File: src/rtl/shop_pipe_v_if.sv
// Operand-source / result-sink handshake bundle for shop_pipe_v.
// slave = the unit itself, master = the side driving operands and taking results.
interface shop_pipe_v_if #(
    parameter int WIDTH = 8,
    parameter int DEPTH = 4
);
    localparam int CW = $clog2(DEPTH) + 1;

    logic             i_valid;
    logic             o_ready;
    logic [WIDTH-1:0] i_a;
    logic [WIDTH-1:0] i_b;
    logic [WIDTH-1:0] i_c;
    logic [2:0]       i_code;
    logic             o_valid;
    logic             i_ready;
    logic [WIDTH-1:0] o_f;
    logic [2:0]       o_code;
    logic             o_err;
    logic [CW-1:0]    o_count;

    modport slave (
        input  i_valid, i_a, i_b, i_c, i_code, i_ready,
        output o_ready, o_valid, o_f, o_code, o_err, o_count
    );

    modport master (
        output i_valid, i_a, i_b, i_c, i_code, i_ready,
        input  o_ready, o_valid, o_f, o_code, o_err, o_count
    );
endinterface

File: src/rtl/shop_pipe_v.sv
// Pipelined 3-operand bitwise function unit with output FIFO; SHOP_EXT_OPS_EN enables codes 4-7.
// Latency: 2 cycles from accept to o_valid when the FIFO is empty.
// Backpressure: o_ready comes only from registered occupancy (FIFO + stage 1), never from i_ready.
module shop_pipe_v #(
    parameter int WIDTH = 8,
    parameter int DEPTH = 4
) (
    input  logic          i_clk,
    input  logic          i_rst_n,
    shop_pipe_v_if.slave  bus
);
    localparam int AW = $clog2(DEPTH);
    localparam int CW = AW + 1;

    typedef struct packed {
        logic [WIDTH-1:0] f;
        logic [2:0]       code;
        logic             err;
    } entry_t;

    logic             r_s1_vld;
    logic [WIDTH-1:0] r_s1_a;
    logic [WIDTH-1:0] r_s1_b;
    logic [WIDTH-1:0] r_s1_c;
    logic [2:0]       r_s1_code;

    entry_t           r_mem [DEPTH];
    logic [AW-1:0]    r_wr_ptr;
    logic [AW-1:0]    r_rd_ptr;
    logic [CW-1:0]    r_count;

    entry_t           w_push_e;
    entry_t           w_head_e;
    logic [CW:0]      w_occ;
    logic             w_ready;
    logic             w_accept;
    logic             w_empty;
    logic             w_pop;

    // Stage 1 counts as occupied so it can always drain into the FIFO next edge.
    assign w_occ    = {1'b0, r_count} + {{CW{1'b0}}, r_s1_vld};
    assign w_ready  = (w_occ < (CW+1)'(DEPTH));
    assign w_accept = bus.i_valid && w_ready;
    assign w_empty  = (r_count == '0);
    assign w_pop    = bus.i_ready && !w_empty;

    always_ff @(posedge i_clk or negedge i_rst_n) begin
        if (!i_rst_n) begin
            r_s1_vld  <= 1'b0;
            r_s1_a    <= '0;
            r_s1_b    <= '0;
            r_s1_c    <= '0;
            r_s1_code <= '0;
        end else begin
            r_s1_vld <= w_accept;
            if (w_accept) begin
                r_s1_a    <= bus.i_a;
                r_s1_b    <= bus.i_b;
                r_s1_c    <= bus.i_c;
                r_s1_code <= bus.i_code;
            end
        end
    end

    always_comb begin
        w_push_e      = '0;
        w_push_e.code = r_s1_code;
        case (r_s1_code)
            3'd0: w_push_e.f = r_s1_a ^ r_s1_b ^ r_s1_c;
            3'd1: w_push_e.f = ~(r_s1_a & r_s1_b & r_s1_c);
            3'd2: w_push_e.f = ~(r_s1_a | r_s1_b | r_s1_c);
            3'd3: w_push_e.f = ~(r_s1_a ^ r_s1_b ^ r_s1_c);
`ifdef SHOP_EXT_OPS_EN
            3'd4: w_push_e.f = r_s1_a & r_s1_b & r_s1_c;
            3'd5: w_push_e.f = r_s1_a | r_s1_b | r_s1_c;
            3'd6: w_push_e.f = (r_s1_a & r_s1_b) | (r_s1_a & r_s1_c) | (r_s1_b & r_s1_c);
            3'd7: w_push_e.f = r_s1_a;
`else
            default: w_push_e.err = 1'b1;
`endif
        endcase
    end

    // Storage needs no reset: the head is masked whenever the FIFO is empty.
    always_ff @(posedge i_clk) begin
        if (r_s1_vld) begin
            r_mem[r_wr_ptr] <= w_push_e;
        end
    end

    always_ff @(posedge i_clk or negedge i_rst_n) begin
        if (!i_rst_n) begin
            r_wr_ptr <= '0;
            r_rd_ptr <= '0;
            r_count  <= '0;
        end else begin
            if (r_s1_vld) begin
                r_wr_ptr <= r_wr_ptr + AW'(1);
            end
            if (w_pop) begin
                r_rd_ptr <= r_rd_ptr + AW'(1);
            end
            case ({r_s1_vld, w_pop})
                2'b10:   r_count <= r_count + CW'(1);
                2'b01:   r_count <= r_count - CW'(1);
                default: r_count <= r_count;
            endcase
        end
    end

    assign w_head_e    = r_mem[r_rd_ptr];
    assign bus.o_ready = w_ready;
    assign bus.o_count = r_count;
    assign bus.o_valid = !w_empty;
    assign bus.o_f     = w_empty ? '0 : w_head_e.f;
    assign bus.o_code  = w_empty ? '0 : w_head_e.code;
    assign bus.o_err   = w_empty ? 1'b0 : w_head_e.err;
endmodule

File: src/flat_wrapper.sv
// flat-port wrapper written by rule: the top's interface ports become plain ports
module shop_pipe_v_flat 
#(
    parameter int WIDTH = 8,
    parameter int DEPTH = 4
)
  (i_clk, i_rst_n, bus_i_valid, bus_i_a, bus_i_b, bus_i_c, bus_i_code, bus_i_ready, bus_o_ready, bus_o_valid, bus_o_f, bus_o_code, bus_o_err, bus_o_count);
  shop_pipe_v_if #(.WIDTH(WIDTH), .DEPTH(DEPTH)) bus_i ();
  input  logic i_clk;
  input  logic i_rst_n;
  input wire logic [$bits(bus_i.i_valid)-1:0] bus_i_valid;
  input wire logic [$bits(bus_i.i_a)-1:0] bus_i_a;
  input wire logic [$bits(bus_i.i_b)-1:0] bus_i_b;
  input wire logic [$bits(bus_i.i_c)-1:0] bus_i_c;
  input wire logic [$bits(bus_i.i_code)-1:0] bus_i_code;
  input wire logic [$bits(bus_i.i_ready)-1:0] bus_i_ready;
  output wire logic [$bits(bus_i.o_ready)-1:0] bus_o_ready;
  output wire logic [$bits(bus_i.o_valid)-1:0] bus_o_valid;
  output wire logic [$bits(bus_i.o_f)-1:0] bus_o_f;
  output wire logic [$bits(bus_i.o_code)-1:0] bus_o_code;
  output wire logic [$bits(bus_i.o_err)-1:0] bus_o_err;
  output wire logic [$bits(bus_i.o_count)-1:0] bus_o_count;
  assign bus_i.i_valid = bus_i_valid;
  assign bus_i.i_a = bus_i_a;
  assign bus_i.i_b = bus_i_b;
  assign bus_i.i_c = bus_i_c;
  assign bus_i.i_code = bus_i_code;
  assign bus_i.i_ready = bus_i_ready;
  assign bus_o_ready = bus_i.o_ready;
  assign bus_o_valid = bus_i.o_valid;
  assign bus_o_f = bus_i.o_f;
  assign bus_o_code = bus_i.o_code;
  assign bus_o_err = bus_i.o_err;
  assign bus_o_count = bus_i.o_count;
  shop_pipe_v #(.WIDTH(WIDTH), .DEPTH(DEPTH)) u_core (.i_clk(i_clk), .i_rst_n(i_rst_n), .bus(bus_i));
endmodule
File: config.mk
export PLATFORM = sky130hd
export DESIGN_NAME = shop_pipe_v_flat
export DESIGN_NICKNAME = d
export VERILOG_FILES = /design/src/rtl/shop_pipe_v_if.sv /design/src/rtl/shop_pipe_v.sv /design/src/flat_wrapper.sv
export SDC_FILE = /design/constraint.sdc
export NUM_CORES = 1
export LEC_CHECK = 0
export CAP_MARGIN = 20
export CORE_ASPECT_RATIO = 1.2
export CORE_MARGIN = 4
export CORE_UTILIZATION = 35
export DETAILED_ROUTE_END_ITERATION = 6
export GPL_TIMING_DRIVEN = 0
export SYNTH_ARGS = -nofsm -noshare
export SYNTH_HDL_FRONTEND = slang
export SYNTH_SLANG_ARGS = --single-unit
File: constraint.sdc
create_clock -name i_clk -period 5.7 [get_ports i_clk]
set_input_delay 1.14 -clock i_clk [delete_from_list [all_inputs] [get_ports i_clk]]
set_output_delay 1.14 -clock i_clk [all_outputs]
set_load 0.02 [all_outputs]
==> results of run 1 <==
==> logic make-up (layout without fill, tap and decap cells) <==
logic type / after synthesis / in the layout
simple gates: 86 / 86
mux: 23 / 23
fa+ha+maj: 22 / 22
buf+inv: 40 / 104
xor+xnor: 9 / 9
flops: 83 / 83
compound gates: 42 / 42
==> path summary, 6_finish.rpt <==
| path | to | slack (ps) | cells past startpoint |
|---|---|---|---|
| setup reg to reg | u_core.r_mem[0][11]$_DFFE_PP_ | 3570 | 5 |
| max in group asynchronous | u_core.r_s1_code[2]$_DFFE_PN0P_ | 4290 | 1 |
| min in group asynchronous | u_core.r_s1_code[0]$_DFFE_PN0P_ | 900 | 1 |
| setup / recovery | bus_o_code[1] | 2280 | 5 |
| hold / removal | u_core.r_mem[1][3]$_DFFE_PP_ | 520 | 0 |
| hold reg to reg | u_core.r_mem[1][3]$_DFFE_PP_ | 520 | 0 |
==> critical path: cells and delay by family, from the launching register on <==
kind	cells	cell delay, ps
buffers and inverters	3	930
flip-flops	1	310
multiplexers	1	520
AND/OR/NAND/NOR	1	170
==> synthesized netlist by cell type, types with 2 or more instances <==
cell type	count	share of area
a2111oi_0	2	0.0044
a21oi_1	9	0.011
and2_1	17	0.027
buf_2	6	0.0075
buf_4	2	0.0037
buf_6	3	0.0084
clkbuf_1	5	0.0047
dfrtp_1	35	0.22
edfxtp_1	48	0.36
ha_1	21	0.066
inv_1	24	0.022
mux2_4	10	0.037
mux4_2	12	0.067
nand2_1	20	0.019
nand2b_1	4	0.0062
nand3_1	19	0.024
nor2_1	12	0.011
nor3b_1	6	0.011
nor4_1	3	0.0047
o21ai_0	23	0.029
o41ai_1	3	0.0066
xnor2_1	2	0.0044
xor2_1	7	0.015
==> per-stage QoR <==
step | std cells | hold WS, ps | power (mW)
2_1_floorplan | 305 | 474 | 1.95
3_3_place_gp | 505 | 485 | 2.34
3_5_place_dp | 505 | 506 | 2.40
4_1_cts | 521 | 519 | 2.97
5_1_grt | 523 | 541 | 3.17
6_report | 523 | 516 | 2.96
==> report_power, final <==
part	leakage (nW)	switching, mW	internal [mW]
Sequential	0.863	0.137	0.914
Clock	0.137	0.225	0.340
Combinational	0.970	0.716	0.630
==> state kept, by name (all words and copies together) (netlist names) <==
signal,flops
u_core.r_s1_c,8
u_core.bus.o_count,3
u_core.r_wr_ptr,2
u_core.r_s1_code,3
u_core.r_mem,48
u_core.r_s1_b,8
u_core.r_s1_a,8
u_core.r_s1_vld,1
u_core.r_rd_ptr,2
==> final cells by class <==
class / instances / area (sq um)
fillers: 1051 / 6170
flip-flops and latches: 83 / 2320
multi-input cells: 182 / 1500
repair buffers: 48 / 480
clock buffers: 12 / 236
well taps: 154 / 193
plain buffers: 16 / 97.6
inverters: 24 / 90.1
clock inverters: 4 / 51.3
==> per-layer routing <==
metal  track usage  vias to the layer above
li1              -                     1207
met1         0.162                     1196
met2         0.222                       47
met3        0.0242                       17
met4        0.0747                        0
met5             0                        -
==> results.toml, run 1 <==
[clock_tree]
cts-hold-fix-buffers = 0
cts.clk_slew.worst_paths_ps = 60
insertion_delay_ps = 340
cts_root_buffer = "clkbuf_16"
cts_tree = "built"
cts-resized-gates = 0
clock_sinks = 83
cts_buffers = 9
ctsLongestPathBuffers = 2
cts_setup_buffers = 0
htree_num_levels = 3

[setup_path]
path_class = "flip-flop to output pin"
max_stage_delay_ps = 520
critPathCaptureType = "output pin"
crit_required_ps = 4560
critPathLaunch = "u_core.r_rd_ptr[0]$_DFFE_PN0P_"
rr_startpoint = "u_core.r_s1_b[7]$_DFFE_PN0P_"
slowest_stage = "mux4_2"
cp_max_fo = 10
cp_cell_sequence = "buf_2 > buf_6 > mux4_2 > and2_1 > clkdlybuf4s50_1"
cp.arrival_ps = 2280
crit_path_start_kind = "flip-flop"

[placed_design]
port_buffers = 46
gp_congestion = 0.795
dp.final_hpwl_mm = 5.90
placed_cell_area_sq_um = 4650
pre_cts_slack_ps = 2600

[status]
status = "finished, final reports clean"

[worst_hold_path]
holdCritPathClass = "flip-flop to flip-flop"
hp-start = "u_core.r_s1_code[2]$_DFFE_PN0P_"

[power_and_ir_drop]
ir_worst_vdd_mv = 0.183
p_leak_nw = 1.97
power_density_nw_per_um2 = 596

[floorplan]
initial_core_util = 0.360
die_w_um = 106
die_area_sq_um = 13200
die_h_um = 125
ios = 48
num_rows = 42
core_sq_um = 11100

[detailed_routing]
via_count = 2467
routed_wl_mm = 8.20
routed-wl-met3_um = 275
met1_length_mm = 3.49
first_pass_iters = 4
drt_iter0_markers = 180
routed_via_density = 4.72
wl_per_cell_um = 15.7
wl_met2_mm = 4.22
antenna_left = 0
route.detailed.drc = 0
top_layer = "met4"

[timing]
fin_ws_ps = 2280
tightest_slew_ps = 815
rsz0062_at_grt = "false"
setup_viol = 0
maxSlewHeadroom = 0.455
finalHoldViolations = 0
finalMaxSlewViolations = 0
finalWorstPathRequiredPeriod_ps = 3420
clock.fmax_ghz = 0.292
skew_ps = 5.42
fin_setup_tns_ps = 0
min_period_over_period = 0.600

[job]
max-cap-violations = 0

[global_route]
grt.overflow.total = 0
grt_use_total = 0.133
grt_max_degree = 36
grt_pass1_vias = 2565
antenna_found_initial = 0
grt_pass1_wl_mm = 13.4

[synth]
synth-simple-area-share = 0.112
synth.distinct_cells = 35
synth_compound_area_frac = 0.0646
synth_ff_type = "edfxtp_1"
ys_warn_count = 0
synthMuxAreaShare = 0.108
synthCells = 305
synth_edf_count = 48
synth_seq_cells = 83
synth-seq-area-share = 0.578
synthesis.nets = 358
synth_top_family_by_area = "simple AND/OR/NAND/NOR gates"
synthAdderAreaFrac = 0.0706
ys_async_sr_fraction = 0.422
synth_xor_area_frac = 0.0197
netlist_area_sq_um = 4010
syn_avg_cell_area_sq_um = 13.1

[final_layout]
most-common-layout-cells = "edfxtp_1, clkdlybuf4s50_1, dfrtp_1"
layout.cells.most_common = "edfxtp_1"
area_growth_pct = 24.0
layout.nets = 417
design_area_sq_um = 4970
antennaDiodeCount = 0
drive_above_1_share = 0.136
fin_util = 0.446
(Power assumes the default switching activity.)
==> run 2: changes to the inputs <==
- clock period: 5.7 -> 3.1 ns (I/O delays scaled with it)
==> results of run 2 <==
Same layout as run 1 (identical final DEF). Status: finished, final reports clean.
Main changes from that run: setup slack after placement 2600 ps -> 525 ps; setup slack after layout 2280 ps -> 200 ps; hold slack 516 ps -> 376 ps; register-to-register setup slack 3570 ps -> 970 ps; total power 2.96 mW -> 5.45 mW; worst IR drop on VDD 0.183 mV -> 0.336 mV
==> run 3: changes to the inputs <==
- CTS_CLUSTER_DIAMETER: unset -> 50
- clock period: 3.1 -> 2.8 ns (I/O delays scaled with it)
==> results.toml, run 3 (synthesized netlist as in run 1, its figures left out) <==
[status]
status = "finished, final reports clean"

[setup_path]
cp_max_fo = 10
rr_startpoint = "u_core.r_s1_b[7]$_DFFE_PN0P_"
path_class = "flip-flop to output pin"
crit_path_start_kind = "flip-flop"
max_stage_delay_ps = 530
critPathCaptureType = "output pin"
crit_required_ps = 2240
critPathLaunch = "u_core.r_rd_ptr[1]$_DFFE_PN0P_"
slowest_stage = "clkdlybuf4s50_1"
cp.arrival_ps = 2110
cp_cell_sequence = "buf_2 > mux4_2 > and2_1 > clkdlybuf4s50_1"
rr_worst_depth = 5

[floorplan]
ios = 48
die_h_um = 125
num_rows = 42
core_sq_um = 11100
die_w_um = 106
die_area_sq_um = 13200
initial_core_util = 0.360

[placed_design]
pre_cts_slack_ps = 285
dp.final_hpwl_mm = 5.90
placed_cell_area_sq_um = 4650
gp_congestion = 0.795
port_buffers = 46

[timing]
finalMaxSlewViolations = 0
fin_ws_ps = 127
hold_ws_ps = 321
skew_ps = 6.34
finalHoldViolations = 0
rsz0062_at_grt = "false"
clock.fmax_ghz = 0.374
min_period_over_period = 0.955
tightest_slew_ps = 823
maxSlewHeadroom = 0.450
setup_viol = 0
finalWorstPathRequiredPeriod_ps = 2670
fin_setup_tns_ps = 0

[detailed_routing]
route.detailed.drc = 0
routed_wl_mm = 8.25
via_count = 2478
antenna_left = 0
routed_via_density = 4.71
wl_per_cell_um = 15.7
drt_iter0_markers = 149
first_pass_iters = 4

[global_route]
grt_use_total = 0.133
grt_max_degree = 36
use_met3 = 0.0242
antenna_found_initial = 0
grt_pass1_wl_mm = 13.4
grt.overflow.total = 0
grtUsageMet2 = 0.222
grt_pass1_vias = 2567
grt_util_met1 = 0.161
grt.busiest_layer = "met2"

[clock_tree]
cts_tree = "built"
htree_num_levels = 3
cts-hold-fix-buffers = 0
insertion_delay_ps = 340
ctsLongestPathBuffers = 2
cts.clk_slew.worst_paths_ps = 60
cts_root_buffer = "clkbuf_16"
cts_buffers = 9
clock_sinks = 83

[worst_hold_path]
holdCritPathClass = "primary input to async pin"

[final_layout]
area_growth_pct = 24.5
most-common-layout-cells = "edfxtp_1, clkdlybuf4s50_1, dfrtp_1"
design_area_sq_um = 4990
drive_above_1_share = 0.148
antennaDiodeCount = 0
largest-register = "u_core.r_mem"
layout.cells.most_common = "edfxtp_1"
largest_reg_flops = 48
layout.nets = 420

[power_and_ir_drop]
p_leak_nw = 2.00
p_sw_mw = 2.20
switching_share = 0.366
ir_worst_vdd_mv = 0.348
clock_power_share = 0.191
comb_power_share = 0.452
internal_power_mw = 3.81
power_density_nw_per_um2 = 1200
p_seq_frac = 0.356

[job]
max-cap-violations = 0
## run 3: cell count changes in the layout (fill, tap and decap cells not counted), sizes merged
| cell | previous run | this run |
|---|---|---|
| buf | 12 | 15 |
| clkdlybuf4s50 | 45 | 37 |
| dlygate4sd2 | 0 | 8 |
## run 3: power by group through the flow
stage,combinational [mW],sequential [mW],clock [mW]
after floorplan,1.87,2.10,0
after global routing,3.02,2.20,1.23
after CTS,2.67,2.14,1.17
after detailed placement,2.71,2.16,0
after global placement,2.64,2.13,0
final,2.72,2.14,1.15
## run 3: area by class of cell
type | count | area [sq um]
flip-flops and latches | 83 | 2320
clock buffers | 12 | 236
repair buffers | 51 | 493
well taps | 154 | 193
clock inverters | 4 | 51.3
plain buffers | 16 | 103
inverters | 24 | 90.1
multi-input cells | 182 | 1510
fillers | 1054 | 6150
## run 3: layer usage
layer | wire length (um) | vias up
met5 | 0 | -
met2 | 4210 | 46
met3 | 252 | 16
li1 | - | 1209
met1 | 3550 | 1207
met4 | 239 | 0
## run 3: metrics by stage
stage | std cells | power (mW) | util
after floorplan | 305 | 3.97 | -
after global placement | 505 | 4.77 | 0.418
after detailed placement | 505 | 4.88 | 0.418
after CTS | 521 | 5.99 | 0.443
after global routing | 526 | 6.45 | 0.448
final | 526 | 6.01 | 0.448
## run 3: critical path: cells and delay by family, from the launching register on
family,cells,cell delay (ps)
muxes,1,350
buffers and inverters,2,840
DFF,1,420
and+or+nand+nor,1,170
## run 3: worst paths after layout
path,endpoint,slack [ps]
setup / recovery,bus_o_code[0],130
hold / removal,u_core.r_s1_code[0]$_DFFE_PN0P_,320
setup reg to reg,u_core.r_mem[3][11]$_DFFE_PP_,660
hold reg to reg,u_core.r_mem[1][3]$_DFFE_PP_,510
max in group asynchronous,u_core.r_s1_code[2]$_DFFE_PN0P_,1960
min in group i_clk,u_core.r_mem[1][3]$_DFFE_PP_,510
## run 3: repair_timing
| action | 4_1_cts | 5_1_grt |
|---|---|---|
| pin swaps | 0 | 1 |
| setup buffers | 0 | 3 |
| gates resized for setup | 10 | 1 |
| setup endpoints to repair | 9 | 2 |
